### src/rtl/zigbee_rx_deframer.sv
// zigbee_rx_deframer: 802.15.4 sync search, PHR/payload byte packing and a byte FIFO toward the CPU.
module zigbee_rx_deframer #(
  parameter int          PREAMBLE_ZEROS = 32,
  parameter logic [7:0]  SFD_VALUE      = 8'hA7,
  parameter int          MAX_LEN        = 127,
  parameter int          FIFO_SIZE_BIT  = 7,
  parameter int          GAP_TIMEOUT    = 1024
) (
  input  logic                     i_clk,
  input  logic                     i_rst,
  input  logic                     i_bit,
  input  logic                     i_bit_valid,
  input  logic                     i_rd_en,
  output logic [7:0]               o_rd_data,
  output logic                     o_rd_valid,
  output logic [FIFO_SIZE_BIT:0]   o_level,
  output logic                     o_empty,
  output logic                     o_full,
  output logic                     o_frame_start,
  output logic                     o_frame_done,
  output logic                     o_len_err,
  output logic                     o_abort,
  output logic                     o_overflow,
  output logic [1:0]               o_state
);
  localparam int W = PREAMBLE_ZEROS + 8;
  localparam int DEPTH = 2 ** FIFO_SIZE_BIT;
  localparam int LW = FIFO_SIZE_BIT + 1;
  localparam int GW = $clog2(GAP_TIMEOUT + 1);
  localparam logic [1:0] HUNT = 2'd0, PHR = 2'd1, PAYLOAD = 2'd2, DONE = 2'd3;
  localparam logic [W-1:0] SYNC = {SFD_VALUE, {PREAMBLE_ZEROS{1'b0}}};
  localparam logic [LW-1:0] FULL_LVL = LW'(DEPTH);
  logic [1:0] state_q, state_d;
  logic [W-1:0] sr_q, sr_d, sr_sh;
  logic [7:0] byte_q, byte_d, byte_sh, wr_byte;
  logic [2:0] bcnt_q, bcnt_d;
  logic [6:0] left_q, left_d, len;
  logic [GW-1:0] gap_q, gap_d;
  logic start_q, start_d, len_err_q, len_err_d, abort_q, abort_d, ovf_q;
  logic wr_req, wr_acc, rd_acc, timeout, len_bad;
  logic [7:0] mem [DEPTH];
  logic [FIFO_SIZE_BIT-1:0] wp_q, rp_q;
  logic [LW-1:0] level_q, level_d;
  logic empty_q, full_q, rd_valid_q;
  logic [7:0] rd_data_q;
  assign sr_sh = W'({i_bit, sr_q} >> 1);
  assign byte_sh = 8'({i_bit, byte_q} >> 1);
  assign len = byte_sh[6:0];
  assign len_bad = len == 7'd0 || int'(len) > MAX_LEN;
  assign timeout = !i_bit_valid && gap_q == GW'(GAP_TIMEOUT - 1);
  always_ff @(posedge i_clk)
    state_q <= i_rst ? HUNT : state_d;
  always_comb begin
    state_d = state_q;
    sr_d = sr_q;
    byte_d = byte_q;
    bcnt_d = bcnt_q;
    left_d = left_q;
    gap_d = i_bit_valid ? '0 : gap_q + GW'(1);
    start_d = 1'b0;
    len_err_d = 1'b0;
    abort_d = 1'b0;
    wr_req = 1'b0;
    wr_byte = byte_sh;
    case (state_q)
      HUNT: begin
        gap_d = '0;
        bcnt_d = '0;
        if (i_bit_valid) begin
          sr_d = sr_sh;
          if (sr_sh == SYNC) begin
            state_d = PHR;
            start_d = 1'b1;
          end
        end
      end
      PHR, PAYLOAD: begin
        if (timeout) begin
          state_d = HUNT;
          sr_d = '0;
          abort_d = 1'b1;
        end else if (i_bit_valid) begin
          byte_d = byte_sh;
          bcnt_d = bcnt_q + 3'd1;
          if (bcnt_q == 3'd7 && state_q == PHR) begin
            state_d = len_bad ? HUNT : PAYLOAD;
            sr_d = len_bad ? '0 : sr_q;
            len_err_d = len_bad;
            wr_req = !len_bad;
            wr_byte = {1'b0, len};
            left_d = len;
          end else if (bcnt_q == 3'd7) begin
            wr_req = 1'b1;
            left_d = left_q - 7'd1;
            state_d = left_q == 7'd1 ? DONE : PAYLOAD;
          end
        end
      end
      default: begin
        state_d = HUNT;
        sr_d = '0;
      end
    endcase
  end
  always_comb begin
    o_state = state_q;
    o_frame_done = state_q == DONE;
  end
  always_ff @(posedge i_clk)
    if (i_rst) begin
      sr_q <= '0;
      byte_q <= '0;
      bcnt_q <= '0;
      left_q <= '0;
      gap_q <= '0;
      start_q <= 1'b0;
      len_err_q <= 1'b0;
      abort_q <= 1'b0;
      ovf_q <= 1'b0;
    end else begin
      sr_q <= sr_d;
      byte_q <= byte_d;
      bcnt_q <= bcnt_d;
      left_q <= left_d;
      gap_q <= gap_d;
      start_q <= start_d;
      len_err_q <= len_err_d;
      abort_q <= abort_d;
      ovf_q <= wr_req && !wr_acc;
    end
  // a read from a full FIFO frees its slot in the same cycle, so the write lands
  assign rd_acc = i_rd_en && !empty_q;
  assign wr_acc = wr_req && (!full_q || rd_acc);
  assign level_d = level_q + LW'(wr_acc) - LW'(rd_acc);
  always_ff @(posedge i_clk)
    if (wr_acc) mem[wp_q] <= wr_byte;
  always_ff @(posedge i_clk)
    if (i_rst) begin
      wp_q <= '0;
      rp_q <= '0;
      level_q <= '0;
      empty_q <= 1'b1;
      full_q <= 1'b0;
      rd_data_q <= '0;
      rd_valid_q <= 1'b0;
    end else begin
      wp_q <= wp_q + FIFO_SIZE_BIT'(wr_acc);
      rp_q <= rp_q + FIFO_SIZE_BIT'(rd_acc);
      level_q <= level_d;
      empty_q <= level_d == '0;
      full_q <= level_d == FULL_LVL;
      rd_data_q <= rd_acc ? mem[rp_q] : rd_data_q;
      rd_valid_q <= rd_acc;
    end
  assign o_rd_data = rd_data_q;
  assign o_rd_valid = rd_valid_q;
  assign o_level = level_q;
  assign o_empty = empty_q;
  assign o_full = full_q;
  assign o_frame_start = start_q;
  assign o_len_err = len_err_q;
  assign o_abort = abort_q;
  assign o_overflow = ovf_q;
endmodule

### config.mk
export PLATFORM = sky130hd
export DESIGN_NAME = zigbee_rx_deframer
export DESIGN_NICKNAME = d
export VERILOG_FILES = /design/src/rtl/zigbee_rx_deframer.sv
export SDC_FILE = /design/constraint.sdc
export NUM_CORES = 1
export LEC_CHECK = 0
export ABC_AREA = 0
export CELL_PAD_IN_SITES_DETAIL_PLACEMENT = 0
export CELL_PAD_IN_SITES_GLOBAL_PLACEMENT = 1
export CORE_UTILIZATION = 39
export DETAILED_ROUTE_END_ITERATION = 8
export DONT_BUFFER_PORTS = 1
export PLACE_DENSITY_LB_ADDON = 0.1
export SLEW_MARGIN = 5
export SYNTH_ARGS = -nofsm -noshare
export SYNTH_HDL_FRONTEND = slang
export SYNTH_SLANG_ARGS = --single-unit
### constraint.sdc
create_clock -name i_clk -period 8 [get_ports i_clk]
set_input_delay 1.2 -clock i_clk [delete_from_list [all_inputs] [get_ports i_clk]]
set_output_delay 1.2 -clock i_clk [all_outputs]
set_load 0.005 [all_outputs]
**Word level (Yosys, flattened, before mapping)**

Memories as Yosys holds them, arrays and structs flattened. A register that Yosys moved wholly into a read port is not among the register bits.
Cells that the tools add are included.
W data, S select, Z words.

- Memories kept: 1
- Bits in writable memories: 1024
- Output and inout port bits: 26
- Register bits: 100
- Input bits: 5
- Logic and storage cells: 104

- Multiplexer cells: 33
- Eq/ne operators: 16
- Reductions and logical operators: 26
- $add $sub $neg: 7
- Bitwise gates (word level): 5

Memories:

| name | words | width | read ports | clocked after Yosys merged registers in | wr ports | RTL line | source |
|---|---|---|---|---|---|---|---|
| mem | 128 | 8 | 1 | 1 | 1 | 41 | `logic [7:0] mem [DEPTH];` |

Operators with widths:

| operator | count |
|---|---|
| $mux W40 | 5 |
| $pmux W40 S2 | 1 |
| $eq A40 B40 Y1 const B | 1 |
| $mux W8 | 4 |
| $add A7 B1 Y7 | 2 |
| $mux W2 | 7 |
| $mux W7 | 2 |
| $reduce_and A4 Y1 | 3 |
| $add A11 B1 Y11 const B | 1 |
| $eq A11 B10 Y1 const B | 1 |
| $mux W1 | 10 |
| $ne A3 B3 Y1 const B | 3 |
| $add A8 B1 Y8 | 1 |
| $eq A8 B8 Y1 const B | 1 |
| $logic_not A8 Y1 | 1 |
| $ne A2 B2 Y1 const B | 4 |
| $sub A8 B1 Y8 | 1 |
| $eq A7 B1 Y1 const B | 1 |
| $logic_not A7 Y1 | 1 |
| $sub A7 B1 Y7 const B | 1 |
| $mux W3 | 2 |
| $pmux W3 S2 | 1 |
| $reduce_and A3 Y1 | 2 |
| $reduce_or A3 Y1 | 2 |
| other kinds (14) | 29 |

**Longest topological paths before layout**

Gate-level depths: netlist (run 1).

- Depth in word-level cells: 10
- Gate-level depth with buffers: 18
- Depth with buffers taken out: 17

**Least setup slack after synthesis (run 1)**

No wires, ideal clock.

- Path type: input-to-reg
- From: input i_bit_valid
- To: memory mem[0][7] (data pin)
- Path slack: 0.096 ns
- Required time: 6.757 ns
- Setup time: 1.243 ns
- Path buffers: 1
- Stages on the path: 3
- Arrival time: 6.660 ns
- Path through: and3_1 buf_2 a21boi_0

- Longest elaborated chain between the ends: 4
- Elaborated cells on any way between the ends: 5
- Those cells by class: mux (3); reduce/logical (2)

RTL lines:

| element | RTL line | source |
|---|---|---|
| start: declaration | 12 | `input logic i_bit_valid,` |
| $logic_not A1 Y1 | 50 | `assign timeout = !i_bit_valid && gap_q == GW'(GAP_TIMEOUT - 1);` |
| $logic_and A1 B1 Y1 | 50 |  |
| $mux W8 (*) | 78 | `if (timeout) begin` |
| $mux W8 (*) | 65 | `case (state_q)` |
| net wr_byte[7] | 35 | `logic [7:0] byte_q, byte_d, byte_sh, wr_byte;` |
| end: declaration | 41 |  |

Mark *: on every way through the listed nets, which the timed path passes. The rest lies on a longest branch.

**Final worst setup path (run 1)**

- From: register state_q[0] (netlist: o_state[0])
- To: register full_q (netlist: o_full)

- Longest elaborated chain between the ends: 10
- Elaborated cells on any way between the ends: 12
- Those cells by class: add/sub (2); eq/ne (3); mux (4); reduce/logical (3)

RTL lines:

| element | RTL line | source |
|---|---|---|
| start: declaration | 33 | `logic [1:0] state_q, state_d;` |
| start signal: assignment | 52 | `state_q <= i_rst ? HUNT : state_d;` |
| $eq A2 B1 Y1 | 65, 85 |  |
| $logic_and A1 B1 Y1 | 85 | `if (bcnt_q == 3'd7 && state_q == PHR) begin` |
| $mux W1 | 85 |  |
| $mux W1 | 82 | `end else if (i_bit_valid) begin` |
| $mux W1 | 78 |  |
| $mux W1 (*) | 65 |  |
| $logic_and A1 B1 Y1 (*) | 133 | `assign wr_acc = wr_req && (!full_q \|\| rd_acc);` |
| $add A8 B1 Y8 (*) | 134 | `assign level_d = level_q + LW'(wr_acc) - LW'(rd_acc);` |
| $sub A8 B1 Y8 (*) | 134 |  |
| $eq A8 B8 Y1 (*) | 151 | `full_q <= level_d == FULL_LVL;` |
| end signal: assignment | 143 | `full_q <= 1'b0;` |
| end signal: assignment | 151 |  |
| end: declaration | 44 | `logic empty_q, full_q, rd_valid_q;` |

Every way passes the cells marked *; elsewhere a longest branch is shown, timed or not.
A chain may end at the register's enable or synchronous reset.

==> impl_metrics.py, run 1 <==
metrics = {
    "cts": {
        "h-tree-depth": 3,
        "post_cts_buffers": 0,
        "cts_tree": "built",
        "cts.path.max_buffers": 3,
        "root_buffer": "clkbuf_16",
        "cts_resized": 0,
        "worstSkewPairLatency_ns": 0.70,
        "cts_buffers": 118,
        "clkTransAtPathRegs_ns": 0.06,
        "cts_sinks": 1130,
        "cts-hold-fix-buffers": 0,
    },
    "run_status": {
        "status": "finished clean",
    },
    "detailed_routing": {
        "ant_nets": 0,
        "routedWlPerCell_um": 28.28,
        "num_vias": 22743,
        "drt-total-wl_um": 116400,
        "firstDrtPassIters": 5,
        "drt_iter0_markers": 1983,
        "avgViaCountPerCell": 5.527,
        "drc_errors": 0,
    },
    "timing": {
        "worst_pin_slew_ns": 1.163,
        "setup_tns_ns": 0,
        "drv_slew": 0,
        "hold_violations": 0,
        "fin_ws_ns": 3.696,
        "setup_violations": 0,
        "fmax_mhz": 232.3,
        "slew_headroom_pct": 22.46,
        "rsz0062_at_grt": "no",
        "period_needed_ns": 4.304,
        "period_share_pct": 53.80,
        "worst_clock_skew_ns": 0.02299,
    },
    "floorplanning": {
        "core_um2": 112800,
        "rows": 123,
        "pin_count": 31,
        "initial_core_util_pct": 39.46,
        "die_w_um": 339.8,
        "die-area_um2": 115500,
        "die_h_um": 339.8,
    },
    "worst_setup_path": {
        "crit_fanout": 17,
        "cp-start-kind": "flip-flop",
        "end_kind": "flip-flop",
        "critPathArrivalTime_ns": 4.92,
        "crit_required_ns": 8.62,
        "crit_type": "reg2reg",
    },
    "global_routing": {
        "grt.overflow.total": 0,
        "grt_max_degree": 117,
        "track_usage_pct": 20.15,
        "grt_pass1_wl_um": 167500,
        "antenna_found_initial": 3,
        "grt_pass1_vias": 22986,
    },
    "synthesis": {
        "synthFlopType": "edfxtp_1",
        "syn_nets": 2529,
        "postSynth.asyncResetShare_pct": 0,
        "yosysUniqueCellTypes": 61,
        "netlist_area_um2": 44510,
        "synth_edf_count": 1024,
        "ys_seq_area_share_pct": 73.85,
        "synth_cells": 2503,
        "ys.warnings.count": 0,
        "synth_top_area_cell": "edfxtp_1",
        "synth_area_leaders": "edfxtp_1, mux4_2, mux2i_1",
        "syn_area_per_cell_um2": 17.78,
        "netlist.area_leader.share_pct": 69.08,
        "synth_seq_cells": 1130,
    },
    "pwr": {
        "power.density_nw_per_um2": 248.7,
        "p_leak_nw": 17.23,
        "ir_worst_vdd_mv": 0.1788,
    },
    "flow_run": {
        "maxCapViolations": 0,
    },
    "min_path": {
        "hp-class": "reg2reg",
    },
    "placed_design": {
        "routabilityCongestion": 0.8245,
        "portBuffers": 0,
        "dp_slack_ns": 3.533,
        "dp_hpwl_um": 70920,
    },
    "cells_and_area": {
        "area.growth.synth_to_final_pct": 11.65,
        "final_layout_size_suffix_gt1_share_pct": 15.26,
        "nets": 2537,
    },
}
kinds of logic (layout without fill, tap and decap cells):
logic type      after synthesis  count (layout)  share of synthesized area, %
flops                      1130            1130                         73.85
xor+xnor                     22              22                        0.4329
mux                         392             392                         13.09
simple gates                444             444                         4.574
other cells                   0               1                             0
compound gates              327             327                         5.113
fa+ha+maj                    21              21                        0.6072
buf+inv                     167             278                         2.333
report_power, final:
part | switching (mW) | internal (mW) | total [mW]
clock | 2.26 | 3.25 | 5.51
sequential | 0.0365 | 6.37 | 6.40
combinational | 0.255 | 0.194 | 0.449
critical path: stages, from the launching register on:
cell	delay (ns)
dfxtp_1	0.42
ha_1	0.59
nand2_1	0.24
nor2_1	0.35
or2_1	0.25
ha_1	0.26
inv_1	0.06
ha_1	0.16
inv_1	0.06
fa_1	0.42
nor2b_1	0.14
o21ai_0	0.11
a21boi_0	0.31
or4_1	0.18
nand3_1	0.09
nor4_1	0.36
nor3b_1	0.22
per-stage QoR:
| stage | area (um2) | hold WS, ns | utilization (%) | instances | total power, mW |
|---|---|---|---|---|---|
| 3_5_place_dp | 45780 | 0.4514 | 40.58 | 3891 | 6.979 |
| 5_1_grt | 49690 | 0.4777 | 44.05 | 4114 | 12.74 |
| 6_report | 49700 | 0.4617 | 44.05 | 4115 | 12.36 |
| 2_1_floorplan | 44510 | 0.4299 | - | 2503 | 6.924 |
| 4_1_cts | 49690 | 0.4650 | 44.05 | 4114 | 12.48 |
| 3_3_place_gp | 45780 | 0.4421 | 40.58 | 3891 | 6.980 |
placed cells by master (no fill, tap or decap), drive strengths merged, types with 43 or more instances in the layout:
cell	synthesis	layout
nor2	219	219
edfxtp	1024	1024
nand2	77	77
a22oi	116	116
a21oi	74	74
clkinv	1	43
nand3	49	49
dfxtp	106	106
mux4	152	152
clkbuf	50	160
mux2i	240	240
flip-flops by register name (all words and copies together) (netlist names):
name / cells
mem: 1024
sr_q: 39
gap_q: 11
o_level: 8
o_rd_data: 8
byte_q: 7
left_q: 7
rp_q: 7
wp_q: 7
bcnt_q: 3
o_state: 2
o_abort: 1
o_empty: 1
o_frame_start: 1
o_full: 1
o_len_err: 1
o_overflow: 1
o_rd_valid: 1
synth_stat cells (9+ instances only):
master	number
nor2_1	218
inv_1	24
o221ai_1	16
xor2_1	12
buf_6	29
a221oi_1	11
buf_2	41
nor3_1	9
a211oi_1	30
a221oi_2	9
nor4_1	9
ha_1	20
edfxtp_1	1024
nand4_1	14
xnor2_1	10
o22ai_1	40
a22oi_1	116
a21oi_1	74
nand2_1	75
nand3_1	48
mux2i_1	240
dfxtp_1	106
o21ai_0	13
clkbuf_1	50
nor2b_1	18
mux4_2	152
per-layer routing:
layer,GRT usage [%],share of wire [%]
met2,31.67,47
met1,28.14,44
met3,4.072,6.1
met5,0,0.010
met4,6.428,2.7
final timing paths:
check | to | depth (start not counted) | startpoint | slack (ns)
setup / recovery | o_full | 16 | o_state[0] | 3.70
hold / removal | gap_q[0] | 1 | gap_q[0] | 0.46
setup reg to reg | o_full | 16 | o_state[0] | 3.70
hold reg to reg | gap_q[0] | 1 | gap_q[0] | 0.46
layout make-up:
class / instances / area [um2]
clock buffer: 160 / 3281
tap: 1500 / 1877
fill: 9738 / 63110
sequential: 1130 / 32910
timing repair buffer: 30 / 262.8
inverter: 25 / 93.84
antenna: 1 / 2.502
multi-input combinational: 1206 / 10640
clock inverter: 63 / 633.1
Power figures use the tool's default switching activity.
==> run 2, diff against run 1 <==
==> constraint.sdc (replaced) <==
create_clock -name i_clk -period 3.7 [get_ports i_clk]
set_input_delay 0.555 -clock i_clk [delete_from_list [all_inputs] [get_ports i_clk]]
set_output_delay 0.555 -clock i_clk [all_outputs]
set_load 0.005 [all_outputs]
==> run 2 against run 1 <==
Net effect:
- critical path depth increased by 1
- worst hold slack worse by 0.38 ns
- critical endpoint unchanged
- final area rose by 2.6%
- worst setup slack got worse by 3.5 ns
- first-iteration DRC count fell by 8.1%
- clock-buffer cell count decreased by 3
- via count up 2.2%
- combinational power up 140%
- die area stayed put
- routed wire length is 0.97% lower
- total power up 120%
- sequential power increased by 120%
==> impl_metrics.py, run 2 (synthesis gave the netlist of run 1 again) <==
metrics = {
    "cts": {
        "worstSkewPairLatency_ns": 0.71,
        "clkTransAtPathRegs_ns": 0.06,
        "cts_sinks": 1130,
        "post_cts_buffers": 0,
        "root_buffer": "clkbuf_16",
        "h-tree-depth": 3,
        "cts_tree": "built",
        "cts.path.max_buffers": 3,
        "cts_buffers": 119,
    },
    "min_path": {
        "whs_endpoint": "o_abort",
        "whs_path_depth": 2,
        "hp-class": "in2reg",
        "hp-start": "i_rst",
    },
    "detailed_routing": {
        "drt_iter0_markers": 1822,
        "ant_nets": 0,
        "routedWlPerCell_um": 26.94,
        "drt-total-wl_um": 115200,
        "num_vias": 23249,
        "drc_errors": 0,
        "avgViaCountPerCell": 5.436,
        "firstDrtPassIters": 5,
    },
    "cells_and_area": {
        "regMostFlops": "mem",
        "stdcell_area_um2": 51000,
        "final_layout_size_suffix_gt1_share_pct": 19.84,
        "final_cell_mix": "edfxtp_1, mux2i_1, nor2_1, buf_4, mux4_2",
        "diodes": 0,
        "nets": 2698,
        "nFillCells": 9735,
        "largest_register_ffs": 1024,
        "utilization_pct": 45.21,
        "final_common_cell": "edfxtp_1",
        "top_regs": "mem: 1024 flops, sr_q: 39 flops, gap_q: 11 flops",
        "area.growth.synth_to_final_pct": 14.58,
    },
    "worst_setup_path": {
        "r2r_end": "o_full",
        "critPathArrivalTime_ns": 4.12,
        "crit_type": "reg2reg",
        "rr_worst_depth": 17,
        "end_kind": "flip-flop",
        "r2r_start": "bcnt_q[0]",
        "crit_required_ns": 4.33,
        "cp-start-kind": "flip-flop",
        "crit_fanout": 4,
        "r2r_slack_ns": 0.21,
    },
    "global_routing": {
        "grt_pass1_vias": 23752,
        "track_usage_pct": 19.98,
        "grt_pass1_wl_um": 168300,
        "antenna_found_initial": 0,
        "grt.overflow.total": 0,
        "grt_max_degree": 129,
    },
    "timing": {
        "fmax_mhz": 286.3,
        "setup_tns_ns": 0,
        "drv_slew": 0,
        "setup_violations": 0,
        "period_needed_ns": 3.493,
        "whs_ns": 0.07700,
        "hold_violations": 0,
        "slew_headroom_pct": 20.17,
        "period_share_pct": 94.41,
        "worst_clock_skew_ns": 0.02930,
        "worst_pin_slew_ns": 1.197,
    },
    "pwr": {
        "power.density_nw_per_um2": 523.8,
        "switching_power_mw": 5.552,
        "pwr-share-comb_pct": 4.0,
        "p_int_mw": 21.16,
        "p_leak_nw": 18.06,
        "p_seq_share_pct": 51.8,
        "clock_power_share_pct": 44.3,
        "switching_share_pct": 20.78,
        "ir_worst_vdd_mv": 0.3741,
    },
    "placed_design": {
        "routabilityCongestion": 0.8853,
        "portBuffers": 0,
        "dpl_cell_area_um2": 47060,
        "dp_hpwl_um": 72620,
    },
    "floorplanning": {
        "initial_core_util_pct": 39.46,
        "die_w_um": 339.8,
        "rows": 123,
        "die_h_um": 339.8,
        "die-area_um2": 115500,
        "pin_count": 31,
        "core_um2": 112800,
    },
    "flow_run": {
        "maxCapViolations": 0,
    },
    "run_status": {
        "status": "finished clean",
    },
}
## run 2: cell types whose count changed in the layout (fill, tap and decap cells not counted), sizes merged
| cell | change |
|---|---|
| diode | -1 |
| dlygate4sd3 | +1 |
| clkinv | +5 |
| clkinvlp | +2 |
| clkbuf | -3 |
| inv | -1 |
| buf | +159 |
## run 2: power by group through the flow
stage / clock network [mW] / registers [mW] / logic (mW)
2_1_floorplan: 0 / 14.1 / 0.897
3_3_place_gp: 0 / 14.1 / 1.01
3_5_place_dp: 0 / 14.1 / 1.03
4_1_cts: 12.1 / 13.8 / 1.05
5_1_grt: 12.6 / 13.8 / 1.16
6_report: 11.8 / 13.8 / 1.06
## run 2: worst max path at each step
stage,slack (ns),cells after the start,start,endpoint
6_report,0.21,17,bcnt_q[0],o_full
5_1_grt,-0.02,17,bcnt_q[0],o_full
4_1_cts,0.06,17,bcnt_q[0],o_full
3_5_place_dp,-0.02,17,bcnt_q[0],o_full
3_3_place_gp,0.06,17,bcnt_q[0],o_full
2_1_floorplan,0.06,5,o_state[1],mem[0][7]
## run 2: metrics by stage
stage	total power [mW]	std cells	worst slack, ns
global placement	15.11	4049	0.05704
floorplan	14.96	2503	0.05840
detailed placement	15.13	4049	-0.02463
finish	26.71	4277	0.2069
CTS	26.98	4277	0.06042
global route	27.59	4277	-0.02203
## run 2: worst max-delay path, cell delays in order (launching register included)
cell      delay [ns]
dfxtp_1         0.35
ha_1            0.16
ha_2            0.19
and3_1          0.19
nand2_1         0.05
or2_1           0.29
ha_1            0.30
inv_1           0.06
ha_1            0.16
inv_1           0.06
fa_1            0.43
nor2b_1         0.11
o21ai_0         0.10
a21boi_1        0.26
or4_4           0.19
nand3_1         0.08
nor4_2          0.21
nor3b_2         0.20
## run 2: cell type report
class | instances | area [um2] | share of cell area [%]
Sequential cell | 1130 | 32910 | 64.53
Multi-Input combinational cell | 1206 | 10640 | 20.87
Clock buffer | 157 | 3224 | 6.322
Tap cell | 1500 | 1877 | 3.680
Timing Repair Buffer | 190 | 1587 | 3.111
Clock inverter | 69 | 664.4 | 1.303
Inverter | 25 | 93.84 | 0.1840
## run 2: repair_timing
| action | CTS | global route |
|---|---|---|
| endpoints found under the hold margin | 85 | 0 |
| gates resized for setup | 1 | 4 |
| endpoints found under the setup margin | 1 | 2 |
| pin swaps | 0 | 2 |
| hold buffers | 2 | 0 |
| gates cloned | 0 | 0 |
## run 2: per-layer routing
metal,global-route usage [%],vias up,routed length [um]
li1,-,10354,-
met1,27.88,12209,51880
met2,32.09,540,55010
met3,3.334,146,5405
met4,6.194,0,2924
met5,0,-,0
